[config.mk]
export PLATFORM = sky130hd
export DESIGN_NAME = uart_rx
export DESIGN_NICKNAME = d
export VERILOG_FILES = /design/src/rtl/uart_pkg.sv /design/src/rtl/uart_sync.sv /design/src/rtl/uart_rx.sv
export SDC_FILE = /design/constraint.sdc
export NUM_CORES = 1
export LEC_CHECK = 0
export CAP_MARGIN = 30
export CORE_UTILIZATION = 41
export DETAILED_ROUTE_END_ITERATION = 8
export DONT_BUFFER_PORTS = 1
export SLEW_MARGIN = 20
export SYNTH_ARGS = -nofsm -noshare
export SYNTH_HDL_FRONTEND = slang
export SYNTH_SLANG_ARGS = --single-unit
[constraint.sdc]
create_clock -name clk -period 1.8 [get_ports clk]
set_input_delay 0.54 -clock clk [delete_from_list [all_inputs] [get_ports clk]]
set_output_delay 0.54 -clock clk [all_outputs]
set_load 0.05 [all_outputs]
[src/rtl/uart_pkg.sv]
// Shared definitions for the UART receiver: FSM encoding, ctrl bit map,
// and frame geometry.
package uart_pkg;

    // Receiver FSM states.
    typedef enum logic [1:0] {
        IDLE  = 2'd0,
        START = 2'd1,
        DATA  = 2'd2,
        STOP  = 2'd3
    } rx_state_e;

    // Bit positions inside the ctrl input.
    localparam int CTRL_EN  = 0;
    localparam int CTRL_ACK = 1;

    // 8N1 frame: one start bit, eight data bits, one stop bit.
    localparam int FRAME_BITS = 10;
    localparam int DATA_BITS  = FRAME_BITS - 2;

endpackage

[src/rtl/uart_sync.sv]
// Two-flop synchronizer for the asynchronous serial line. Resets to the
// idle-high level so a reset never looks like a start-bit edge.
module uart_sync (
    input  logic clk,
    input  logic reset,
    input  logic d_i,
    output logic q_o
);

    logic meta_q;
    logic sync_q;

    // Two-stage capture of the asynchronous input.
    always_ff @(posedge clk) begin
        // NOTE: sequential state uses non-blocking (<=) so every flop samples
        // the pre-edge value of its neighbours, exactly like the hardware.
        if (reset) begin
            meta_q <= 1'b1;
            sync_q <= 1'b1;
        end else begin
            meta_q <= d_i;
            sync_q <= meta_q;
        end
    end

    assign q_o = sync_q;

endmodule

[src/rtl/uart_rx.sv]
// 8N1 UART receiver with mid-bit sampling, a single-byte holding register
// and sticky status flags (valid, framing error, overrun) cleared by rx_ack.
module uart_rx
    import uart_pkg::*;
#(
    parameter  int CLKS_PER_BIT = 16,
    localparam int HALF         = CLKS_PER_BIT / 2
) (
    input  logic       clk,
    input  logic       reset,
    input  logic       pin,
    input  logic [7:0] ctrl,
    output logic [7:0] data,
    output logic       state_rx_en,
    output logic       state_rx_busy,
    output logic       state_rx_valid,
    output logic       state_rx_ferr,
    output logic       state_rx_overrun
);

    // The counter must hold CLKS_PER_BIT itself, since a bit ends when
    // cnt reaches CLKS_PER_BIT and restarts at 1.
    localparam int CNT_W = $clog2(CLKS_PER_BIT + 1);
    localparam logic [CNT_W-1:0] CNT_ONE  = CNT_W'(1);
    localparam logic [CNT_W-1:0] CNT_HALF = CNT_W'(HALF);
    localparam logic [CNT_W-1:0] CNT_BIT  = CNT_W'(CLKS_PER_BIT);
    localparam logic [2:0]       LAST_IDX = 3'(DATA_BITS - 1);

    logic             s_pin;
    logic             s_pin_prev_q;
    logic             rx_en;
    logic             rx_ack;
    logic             ctrl_unused;

    rx_state_e        state_q;
    logic [CNT_W-1:0] cnt_q;
    logic [2:0]       idx_q;
    logic [7:0]       shift_q;
    logic [7:0]       data_q;
    logic             en_q;
    logic             valid_q;
    logic             ferr_q;
    logic             overrun_q;

    uart_sync u_sync (
        .clk   (clk),
        .reset (reset),
        .d_i   (pin),
        .q_o   (s_pin)
    );

    assign rx_en       = ctrl[CTRL_EN];
    assign rx_ack      = ctrl[CTRL_ACK];
    assign ctrl_unused = ^ctrl[7:2];

    // Receiver FSM, bit timing, shift register and status flags.
    always_ff @(posedge clk) begin
        if (reset) begin
            s_pin_prev_q <= 1'b1;
            state_q      <= IDLE;
            cnt_q        <= '0;
            idx_q        <= '0;
            shift_q      <= '0;
            data_q       <= '0;
            en_q         <= 1'b0;
            valid_q      <= 1'b0;
            ferr_q       <= 1'b0;
            overrun_q    <= 1'b0;
        end else begin
            s_pin_prev_q <= s_pin;
            en_q         <= rx_en;

            // Acknowledge clears all flags; a byte completing in the same
            // cycle is assigned later in this block and therefore wins.
            if (rx_ack) begin
                valid_q   <= 1'b0;
                ferr_q    <= 1'b0;
                overrun_q <= 1'b0;
            end

            if (state_q != IDLE && !rx_en) begin
                // Disabling mid-frame drops the partial byte silently.
                state_q <= IDLE;
                cnt_q   <= '0;
                idx_q   <= '0;
            end else begin
                case (state_q)
                    IDLE: begin
                        // Edge-triggered start: a line stuck low never restarts.
                        if (rx_en && s_pin_prev_q && !s_pin) begin
                            state_q <= START;
                            cnt_q   <= CNT_ONE;
                        end
                    end

                    START: begin
                        if (cnt_q == CNT_HALF) begin
                            if (s_pin) begin
                                state_q <= IDLE;
                                cnt_q   <= '0;
                            end else begin
                                state_q <= DATA;
                                cnt_q   <= CNT_ONE;
                                idx_q   <= '0;
                            end
                        end else begin
                            cnt_q <= cnt_q + CNT_ONE;
                        end
                    end

                    DATA: begin
                        if (cnt_q == CNT_BIT) begin
                            shift_q <= {s_pin, shift_q[7:1]};
                            cnt_q   <= CNT_ONE;
                            if (idx_q == LAST_IDX) begin
                                state_q <= STOP;
                                idx_q   <= '0;
                            end else begin
                                idx_q <= idx_q + 3'd1;
                            end
                        end else begin
                            cnt_q <= cnt_q + CNT_ONE;
                        end
                    end

                    STOP: begin
                        if (cnt_q == CNT_BIT) begin
                            state_q <= IDLE;
                            cnt_q   <= '0;
                            data_q  <= shift_q;
                            if (s_pin) begin
                                valid_q   <= 1'b1;
                                overrun_q <= valid_q && !rx_ack;
                            end else begin
                                ferr_q <= 1'b1;
                            end
                        end else begin
                            cnt_q <= cnt_q + CNT_ONE;
                        end
                    end

                    default: begin
                        state_q <= IDLE;
                        cnt_q   <= '0;
                        idx_q   <= '0;
                    end
                endcase
            end
        end
    end

    assign data             = data_q;
    assign state_rx_en      = en_q;
    assign state_rx_busy    = (state_q != IDLE);
    assign state_rx_valid   = valid_q;
    assign state_rx_ferr    = ferr_q;
    assign state_rx_overrun = overrun_q;

endmodule

# Yosys cells after proc, flatten, opt, wreduce, memory -nomap -nowiden
# Cells that the tools add are included.
dict set report totals {
  regBits 33
  input_bits 11
  output_inout_bits 13
}
dict set report op_classes {
  n_addsub 2
  n_eq_ne 12
  mux 33
  bitwise 1
  n_reduce_logical 15
}
# op count
set ops {}
lappend ops {{2-to-1 mux 5 bit} 4}
lappend ops {{case mux 5 bit (4 select lines)} 1}
lappend ops {{2-to-1 mux 1 bit} 16}
lappend ops {{2-to-1 mux 2 bit} 6}
lappend ops {{2-to-1 mux 3 bit} 4}
lappend ops {{inequality test 2 bit, second input constant} 6}
lappend ops {{case mux 2 bit (4 select lines)} 1}
lappend ops {{case mux 3 bit (2 select lines)} 1}
lappend ops {{AND reduction 3 bit} 2}
lappend ops {{adder 5 x 1 -> 5 bit, second input constant} 1}
lappend ops {{equality test 5 x 4 -> 1 bit, second input constant} 1}
lappend ops {{equality test 5 bit, second input constant} 1}
lappend ops {{AND reduction 5 bit} 1}
lappend ops {{equality test 2 bit, second input constant} 2}
lappend ops {{logical AND 1 bit} 4}
lappend ops {{AND reduction 4 bit} 1}
lappend ops {{nonzero test 2 bit} 2}
lappend ops {{adder 3 x 1 -> 3 bit, second input constant} 1}
lappend ops {{equality test 3 bit, second input constant} 1}
lappend ops {{zero test 1 bit} 3}
lappend ops {{equality test 2 x 1 -> 1 bit, second input constant} 1}
lappend ops {{zero test 2 bit} 1}
lappend ops {{OR reduction 2 bit} 1}
lappend ops {{inverter 1 bit} 1}

# Depth between registers and ports, before layout
# Gate-level depths: netlist of the first run.
dict set report logic_depth {
  ltp_word 6
  depth_mapped 8
}

# Cells and area by module
# A second synthesis of the first run with hierarchy kept.
dict set report hier_totals {
  cells_unflattened 160
  hier_area_um2 1441.4
}
# module n_inst cells_per_inst area_per_inst_um2
set modules_own_cells {}
lappend modules_own_cells {uart_rx 1 156 1388.8}
lappend modules_own_cells {uart_sync 1 4 52.6}

# Least setup slack after synthesis of the first run
# No wires, ideal clock.
dict set report synth_path {
  kind {register to register}
  from {register cnt_q[0]}
  to {register idx_q[0]}
  t_arrival_ps 1522
  required_time_ps 1730
  setup_slack_ps 208
  stages_incl_launch_ff 8
  path_buffers 1
  synth_period_minus_slack_ps 1592
  path_cell_list {dfxtp_1 -> inv_1 -> ha_1 -> and4bb_1 -> buf_6 -> a22oi_4 -> or4b_1 -> a21oi_1}
}
dict set report synth_between {
  elab_chain_len 3
}
# element line
set synth_rtl {}
lappend synth_rtl {{start: declaration} uart_rx.sv:36} ;# logic [CNT_W-1:0] cnt_q;
lappend synth_rtl {{start signal: assignment} uart_rx.sv:107} ;# cnt_q <= cnt_q + CNT_ONE;
lappend synth_rtl {{start signal: assignment} uart_rx.sv:122} ;# cnt_q <= cnt_q + CNT_ONE;
lappend synth_rtl {{start signal: assignment} uart_rx.sv:138} ;# cnt_q <= cnt_q + CNT_ONE;
lappend synth_rtl {{equality test 5 bit / equality test 5 x 4 -> 1 bit (equally long branches)} {uart_rx.sv:112, uart_rx.sv:97}}
lappend synth_rtl {{inequality test 2 bit (no source line)} -}
lappend synth_rtl {{AND reduction 4 bit (no source line) (*)} -}
lappend synth_rtl {{end signal: assignment} uart_rx.sv:119} ;# idx_q <= idx_q + 3'd1;
lappend synth_rtl {{end: declaration} uart_rx.sv:37} ;# logic [2:0] idx_q;
# Mark *: on every way between the ends. The rest lies on a longest branch, timed or not.
# A chain may end at the register's enable or synchronous reset.

# Final worst setup path of the first run
# Same ends and word-level chain as after synthesis.

==> out/results.ini, run 1 <==
[grt]
antenna_found_initial=0
grt_pass1_vias=973
grt_max_degree=26
grt_pass1_wl_mm=4.33
track_usage=0.162
grt_overflow_total=0

[setup_path]
crit_path_end_kind=flip-flop
crit_arrival_ps=1950
path_cells=inv_1, ha_1, and4bb_4, a22oi_4, or4b_1, a21oi_1
crit_slowest_cell=or4b_1
critPathMaxFanout=8
start_kind=flip-flop
crit_type=reg -> reg
cp.required_ps=2060
max_stage_delay_ps=470

[pwr]
ir_worst_vdd_mv=0.415
leakagePower_nw=0.733
powerDensity_nw_per_um2=818

[logic_synthesis]
synth_seq_cells=33
async_flop_share=0
synth_top_area_frac=0.471
synth_area_um2=1400
synth_warnings=0
yosys.area.top_type=dfxtp_1
synth-edff-count=0
syn_avg_cell_area_um2=9.75
synthTopCellsByArea=dfxtp_1 (47%), mux2i_1 (13%), nor2_1 (5.6%), ha_1 (3.6%), nand2_1 (2.7%)
synth_flop_cell=dfxtp_1
synth_nets=159
synth.yosys.seq_area_share=0.471
postSynthCellCount=144
ys_types=38

[timing]
relSlewSlack=0.636
worst_pin_slew_ps=546
rsz0062_at_grt=false
hold_viol_final=0
min_period_ps=1690
fmax_mhz=592
setup_tns_ps=0
min_period_over_period=0.938
final.setup_skew_ps=7.56
slew_viol_final=0
setup_viol=0

[detailed_routing]
drtIter0Drc=43
via_per_inst=5.09
vias=992
routed_wirelength_mm=2.49
dr.pass1.iters=4
wl_per_cell_um=12.8
drc=0
detail-route-antenna-nets=0

[placement]
port_buffers=0
gp_congestion=0.754
dp_cells=187
hpwl_mm=1.81

[outcome]
outcome=finished clean

[cells_and_area]
fillCellCount=329
nNetsFinal=165
final_util=0.489
stdcell_count=195
area_growth_pct=9.89
n_antenna_cell=0
final_layout_size_suffix_gt1_frac=0.172

[clock_tree]
clkTransAtPathRegs_ps=110
clock_latency_ps=320
h-tree-depth=2
cts_max_path_buffers=2
clock_sinks=33
cts_buffers=5
root_buffer=clkbuf_4
cts_tree=done
hold_buffers=0

[die]
row_count=20
start_util=0.445
core_area_um2=3150
die_height_um=60.5
fp.dieArea_um2=3660
io_pins=24
die_w_um=60.5

[min_path]
holdCritPathClass=in -> reg

[job]
cap_viol_max_count=0

[per-stage QoR]
stage	power (mW)	hold slack, ps	instance area (um2)	worst slack, ps
6_report	1.26	269	1540	111
5_1_grt	1.34	236	1540	4.16
4_1_cts	1.28	256	1540	15.9
3_5_place_dp	0.876	398	1480	-2.70
3_3_place_gp	0.872	399	1480	71.9
2_1_floorplan	0.845	389	1400	208
[worst max-delay path, delay by kind of cell, from the launching register on]
kind	cells	cell delay, ps
flip-flops	1	340
AND/OR/NAND/NOR	2	800
AO/OA/AOI/OAI	2	230
buffers and inverters	1	80
adder cells (fa/ha/maj)	1	180
[synth_stat cells (all sizes together), types with 2 or more instances]
library cell	number
nand2	10
a22oi	3
xor2	2
or2	4
clkbuf	3
and2b	2
dfxtp	33
nand3	4
a21oi	6
mux2i	18
nor2	21
inv	5
o21ai	5
ha	4
and4bb	2
buf	4
nor2b	2
nor3b	2
nand3b	2
[path summary, 6_finish.rpt]
| path | to | start | depth (start not counted) | slack, ps |
|---|---|---|---|---|
| setup / recovery | idx_q[0] | cnt_q[0] | 6 | 110 |
| hold reg to reg | u_sync.q_o | u_sync.meta_q | 1 | 420 |
| hold / removal | shift_q[6] | reset | 1 | 270 |
| setup reg to reg | idx_q[0] | cnt_q[0] | 6 | 110 |
[area by class of cell]
class / count / area (um2) / area share
timing repair buffer: 6 / 57.6 / 0.0373
sequential: 33 / 663 / 0.430
clock buffer: 5 / 37.5 / 0.0243
clock inverter: 3 / 17.5 / 0.0114
tap: 44 / 55.1 / 0.0357
multi-input combinational: 99 / 693 / 0.449
inverter: 5 / 18.8 / 0.0122
[state kept, by name, indices dropped and copies added, names as in the netlist, named ones only]
signal            cells
shift_q               8
data                  8
idx_q                 3
s_pin_prev_q          1
state_rx_valid        1
state_rx_ferr         1
cnt_q                 5
state_rx_en           1
state_rx_overrun      1
u_sync.meta_q         1
u_sync.q_o            1
state_q               1
[timing repair]
action                                  4_1_cts  5_1_grt
setup buffers                                 0        0
gates resized for setup                       2        3
endpoints found under the hold margin         0        0
endpoints found under the setup margin        2        4
[per-layer routing]
| layer | vias to the layer above | GRT usage | part of all wire |
|---|---|---|---|
| met5 | - | 0 | 0 |
| met4 | 0 | 0.0584 | 0.016 |
| met3 | 7 | 0.0682 | 0.044 |
| met2 | 14 | 0.259 | 0.49 |
| met1 | 462 | 0.196 | 0.45 |
| li1 | 509 | - | - |
[where the power goes]
| group | leakage, nW | internal, mW | switching (mW) |
|---|---|---|---|
| sequential | 0.268 | 0.743 | 0.0176 |
| combinational | 0.434 | 0.0506 | 0.0546 |
| clock | 0.0310 | 0.147 | 0.249 |
| total | 0.733 | 0.940 | 0.321 |
[cells by family (layout without fill, tap and decap cells)]
family          after synthesis  count (layout)  synth area share
simple gates                 54              54             0.206
xor+xnor                      2               2            0.0125
fa+ha+maj                     4               4            0.0357
buf+inv                      12              19            0.0401
flops                        33              33             0.471
compound gates               21              21             0.107
mux                          18              18             0.128
[cell usage in the layout (no fill, tap or decap), types with 2 or more instances in the layout]
cell,instances
nor2_1,21
a21oi_1,6
o21ai_0,5
ha_1,4
xor2_1,2
buf_4,5
nor2b_1,2
or2_2,3
nand3_1,3
mux2i_1,18
nand3b_1,2
inv_1,5
nand2_1,10
dfxtp_1,31
clkinv_2,2
dfxtp_2,2
a22oi_1,2
clkbuf_4,5
Note: power is estimated with default switching activity, not from simulation.
==> run 2: changes to the inputs <==
==> constraint.sdc (replaced) <==
create_clock -name clk -period 1.8 [get_ports clk]
set_input_delay 0.09 -clock clk [delete_from_list [all_inputs] [get_ports clk]]
set_output_delay 0.09 -clock clk [all_outputs]
set_load 0.05 [all_outputs]
==> out/results.ini, run 2 (synthesized netlist as in run 1, its figures left out) <==
[detailed_routing]
detail-route-antenna-nets=0  ; unchanged
drtIter0Drc=34  ; was 43
dr.pass1.iters=4  ; unchanged
vias=1017  ; was 992
routed_wirelength_mm=2.52  ; was 2.49 mm
wl_per_cell_um=12.3  ; was 12.8 um
drc=0  ; unchanged
via_per_inst=4.96  ; was 5.09

[pwr]
powerDensity_nw_per_um2=861  ; was 818 nW/um2
p_comb_frac=0.070  ; was 0.083
p_int_mw=1.08  ; was 940 uW
ir_worst_vdd_mv=0.545  ; was 0.415 mV
clockPowerShare=0.398  ; was 0.314
power.net_switching_uw=348  ; was 321 uW
sequentialPowerShare=0.532  ; was 0.603
sw_frac_of_total=0.244  ; was 0.254
leakagePower_nw=0.795  ; was 0.733 nW

[cells_and_area]
stdcell_count=205  ; was 195
regArea_um2=661  ; was 663 um2
final_cell_mix=dfxtp_1 (33), nor2_1 (21), mux2i_1 (18)  ; was dfxtp_1 (31), nor2_1 (21), mux2i_1 (18)
n_antenna_cell=0  ; unchanged
final_layout_size_suffix_gt1_frac=0.186  ; was 0.172
area_growth_pct=17.8  ; was 9.89%
final_util=0.525  ; was 0.489
fillCellCount=298  ; was 329
final_common_cell=dfxtp_1  ; unchanged
multi_input_area_um2=693  ; unchanged
nNetsFinal=175  ; was 165

[timing]
worst_pin_slew_ps=788  ; was 546 ps
slew_viol_final=0  ; unchanged
holdWs_ps=23.2  ; was 269 ps
final.setup_skew_ps=8.28  ; was 7.56 ps
min_period_ps=1710  ; was 1690 ps
hold_viol_final=0  ; unchanged
setup_viol=0  ; unchanged
finalWorstSetupSlack_ps=92.1  ; was 111 ps
min_period_over_period=0.949  ; was 0.938
rsz0062_at_grt=true  ; was false
setup_tns_ps=0  ; unchanged
fmax_mhz=586  ; was 592 MHz
relSlewSlack=0.473  ; was 0.636

[die]
row_count=20  ; unchanged
io_pins=24  ; unchanged
fp.dieArea_um2=3660  ; unchanged
die_height_um=60.5  ; unchanged
core_area_um2=3150  ; unchanged
start_util=0.445  ; unchanged
die_w_um=60.5  ; unchanged

[min_path]
holdCritPathClass=in -> reg  ; unchanged
hold_end=cnt_q[2]  ; was shift_q[6]
hp-start=ctrl[0]  ; was reset
holdPathStages=3  ; was 1

[placement]
hpwl_mm=1.73  ; was 1.81 mm
gp_congestion=0.800  ; was 0.754
dp_cells=192  ; was 187
dpl_worst_slack_ps=9.14  ; was -2.70 ps
port_buffers=0  ; unchanged

[setup_path]
max_stage_delay_ps=460  ; was 470 ps
reg2reg_to=idx_q[0]  ; unchanged
crit_path_end_kind=flip-flop  ; unchanged
crit_arrival_ps=1990  ; was 1950 ps
start_kind=flip-flop  ; unchanged
path_cells=inv_1, ha_2, and4bb_4, a22oi_4, or4b_1, a21oi_1  ; was inv_1, ha_1, and4bb_4, a22oi_4, or4b_1, a21oi_1
crit_type=reg -> reg  ; unchanged
crit_slowest_cell=or4b_1  ; unchanged
r2r_start=cnt_q[0]  ; unchanged
ff2ff_path_depth=6  ; unchanged
critPathMaxFanout=7  ; was 8
rrSetupSlack_ps=90  ; was 110 ps
cp.required_ps=2080  ; was 2060 ps

[clock_tree]
root_buffer=clkbuf_4  ; unchanged
clock_sinks=33  ; unchanged
cts_tree=done  ; unchanged
cts_max_path_buffers=2  ; unchanged
clkTransAtPathRegs_ps=110  ; about the same
cts_buffers=5  ; unchanged
h-tree-depth=2  ; unchanged
clock_latency_ps=350  ; was 320 ps

[outcome]
outcome=finished clean  ; unchanged

[grt]
grt_overflow_total=0  ; unchanged
grt_max_degree=25  ; was 26
grt_pass1_wl_mm=4.23  ; was 4.33 mm
antenna_found_initial=0  ; unchanged
track_usage=0.160  ; was 0.162
grt_pass1_vias=957  ; was 973

[job]
cap_viol_max_count=0  ; unchanged

## run 2: changes by cell type in the layout (fill, tap and decap cells not counted), moves of 2 or more
cell,change
dlygate4sd3_1,+4
dfxtp_1,+2
buf_4,+6
dfxtp_2,-2
clkinv_2,-2
## run 2: critical path: cells and delay by family (launching register included)
kind | cells | cell delay [ps]
simple gates | 2 | 780
flops | 1 | 340
compound gates | 2 | 210
fa+ha+maj | 1 | 200
buf+inv | 1 | 110
## run 2: worst max path at each step
stage / start / to / slack [ps] / cells after the start
detailed placement: cnt_q[0] / idx_q[0] / 9 / 6
floorplan: cnt_q[0] / idx_q[0] / 210 / 7
finish: cnt_q[0] / idx_q[0] / 90 / 6
global placement: cnt_q[0] / idx_q[0] / 50 / 6
global route: cnt_q[0] / shift_q[7] / -5 / 6
CTS: cnt_q[0] / idx_q[0] / 40 / 6
## run 2: final cells by class
type                            instances  area share
Sequential cell                        33       0.399
Inverter                                5      0.0113
Clock inverter                          3      0.0280
Tap cell                               44      0.0333
Clock buffer                            5      0.0227
Multi-Input combinational cell         99       0.419
Timing Repair Buffer                   16      0.0862
## run 2: routing by layer
metal  up-vias  track usage  routed length, um
li1        526            -                  -
met3         7       0.0682                161
met5         -            0                  0
met4         0       0.0779                 49
met1       458        0.199               1160
met2        26        0.237               1150
## run 2: metrics by stage
stage,cell area (um2),power (mW)
2_1_floorplan,1400,0.845
3_3_place_gp,1520,0.856
3_5_place_dp,1520,0.857
4_1_cts,1640,1.43
5_1_grt,1650,1.49
6_report,1650,1.42
## run 2: repair_timing
item | 4_1_cts | 5_1_grt
setup buffers | 0 | 1
setup endpoints to repair | 1 | 11
gates cloned | 0 | 0
resized for setup | 1 | 3
pin swaps | 0 | 0
hold buffers | 4 | 0
hold endpoints to repair | 26 | 0
## run 2: power groups by stage
stage               combinational [mW]  sequential [mW]  clock (mW)
global placement                0.0815            0.774           0
CTS                             0.0986            0.758       0.579
detailed placement              0.0831            0.774           0
finish                          0.0997            0.758       0.566
floorplan                       0.0730            0.772           0
global route                     0.110            0.761       0.616
==> run 3: changes to the inputs <==
==> constraint.sdc (replaced) <==
create_clock -name clk -period 2 [get_ports clk]
set_input_delay 0.1 -clock clk [delete_from_list [all_inputs] [get_ports clk]]
set_output_delay 0.1 -clock clk [all_outputs]
set_load 0.05 [all_outputs]
==> out/results.ini, run 3 (synthesized netlist as in run 1, its figures left out) <==
[cells_and_area]
multi_input_area_um2=687  ; was 693 um2
fillCellCount=314  ; was 298
n_antenna_cell=0  ; unchanged
regArea_um2=661  ; unchanged
final_cell_mix=dfxtp_1 (33), nor2_1 (21), mux2i_1 (18)  ; unchanged
final_common_cell=dfxtp_1  ; unchanged
final_util=0.489  ; was 0.525
finalInstanceArea_um2=1540  ; was 1650 um2
stdcell_count=195  ; was 205
nNetsFinal=166  ; was 175
area_growth_pct=9.89  ; was 17.8%
final_layout_size_suffix_gt1_frac=0.119  ; was 0.186

[grt]
grt_pass1_vias=944  ; was 957
track_usage=0.167  ; was 0.160
grt_pass1_wl_mm=4.32  ; was 4.23 mm
grt_overflow_total=0  ; unchanged
grt_max_degree=25  ; unchanged
antenna_found_initial=0  ; unchanged

[setup_path]
cp_num_buf_inv=1  ; unchanged
critical-path-top-delay-family=simple AND/OR/NAND/NOR gates  ; unchanged
crit_arrival_ps=2160  ; was 1990 ps
path_cells=inv_1, ha_1, and4bb_1, a22oi_4, or4b_1, a21oi_1  ; was inv_1, ha_2, and4bb_4, a22oi_4, or4b_1, a21oi_1
crit_type=reg -> reg  ; unchanged
start_kind=flip-flop  ; unchanged
cp.required_ps=2270  ; was 2080 ps
crit_slowest_cell=or4b_1  ; unchanged
crit_path_end_kind=flip-flop  ; unchanged
max_stage_delay_ps=480  ; was 460 ps
critPathMaxFanout=8  ; was 7

[clock_tree]
root_buffer=clkbuf_4  ; unchanged
clkTransAtPathRegs_ps=100  ; was 110 ps
hold_buffers=4  ; unchanged
cts_setup_buffers=0  ; unchanged
clock_sinks=33  ; unchanged
clock_latency_ps=330  ; was 350 ps
cts_tree=done  ; unchanged
h-tree-depth=2  ; unchanged
cts.repair.resized=0  ; was 1
cts_max_path_buffers=2  ; unchanged
cts_buffers=5  ; unchanged

[pwr]
leakagePower_nw=0.734  ; was 0.795 nW
powerDensity_nw_per_um2=748  ; was 861 nW/um2
p_total_mw=1.15  ; was 1.42 mW
ir_worst_vdd_mv=0.474  ; was 0.545 mV

[timing]
fmax_mhz=530  ; was 586 MHz
slew_viol_final=0  ; unchanged
min_period_over_period=0.944  ; was 0.949
worst_pin_slew_ps=789  ; was 788 ps
hold_viol_final=0  ; unchanged
final.setup_skew_ps=2.34  ; was 8.28 ps
holdWs_ps=67.2  ; was 23.2 ps
setup_tns_ps=0  ; unchanged
rsz0062_at_grt=false  ; was true
relSlewSlack=0.472  ; was 0.473
setup_viol=0  ; unchanged
finalWorstSetupSlack_ps=113  ; was 92.1 ps
min_period_ps=1890  ; was 1710 ps

[placement]
hpwl_mm=1.77  ; was 1.73 mm
port_buffers=0  ; unchanged
dp_cells=184  ; was 192
placed_area_um2=1440  ; was 1520 um2
dpl_worst_slack_ps=128  ; was 9.14 ps
gp_congestion=0.823  ; was 0.800

[detailed_routing]
drc=0  ; unchanged
routed_wirelength_mm=2.52  ; about the same
drtIter0Drc=47  ; was 34
detail-route-antenna-nets=0  ; unchanged
via_per_inst=5.20  ; was 4.96
wl_per_cell_um=12.9  ; was 12.3 um
vias=1014  ; was 1017
dr.pass1.iters=4  ; unchanged

[die]
start_util=0.445  ; unchanged
io_pins=24  ; unchanged
row_count=20  ; unchanged
core_area_um2=3150  ; unchanged
fp.dieArea_um2=3660  ; unchanged
die_height_um=60.5  ; unchanged
die_w_um=60.5  ; unchanged

[job]
cap_viol_max_count=0  ; unchanged

[outcome]
outcome=finished clean  ; unchanged

[min_path]
holdCritPathClass=in -> reg  ; unchanged

run 3: changes by cell type in the layout (fill, tap and decap cells not counted), sizes merged:
cell / previous run / this run
buf: 12 / 3
bufinv: 1 / 0
clkinv: 1 / 0
clkbuf: 5 / 6
run 3: cell type report:
type	count	share of cell area
Multi-Input combinational cell	99	0.445
Sequential cell	33	0.428
Timing Repair Buffer	7	0.0406
Tap cell	44	0.0357
Clock buffer	6	0.0333
Inverter	5	0.0122
Clock inverter	1	0.00487
run 3: path summary, 6_finish.rpt:
path                                    to           from  slack (ps)  depth (start not counted)
worst min-delay path              cnt_q[2]        ctrl[0]          70                          3
worst min register to register  u_sync.q_o  u_sync.meta_q         420                          1
worst max register to register    idx_q[0]       cnt_q[0]         110                          6
worst max-delay path              idx_q[0]       cnt_q[0]         110                          6
run 3: worst min-delay path: cells and delay by family:
kind,cells,cell delay [ps]
AO/OA/AOI/OAI,1,130
AND/OR/NAND/NOR,2,130
run 3: layer usage:
layer,global-route usage,vias to the layer above,part of all wire
met3,0.0789,7,0.063
met2,0.256,22,0.48
met5,0,-,0
met4,0.0779,0,0.018
met1,0.198,472,0.44
li1,-,513,-
run 3: report_power, final:
part / switching (mW) / total [mW] / internal [mW]
clock network: 0.217 / 0.382 / 0.164
registers: 0.0160 / 0.683 / 0.668
logic: 0.0536 / 0.0880 / 0.0343
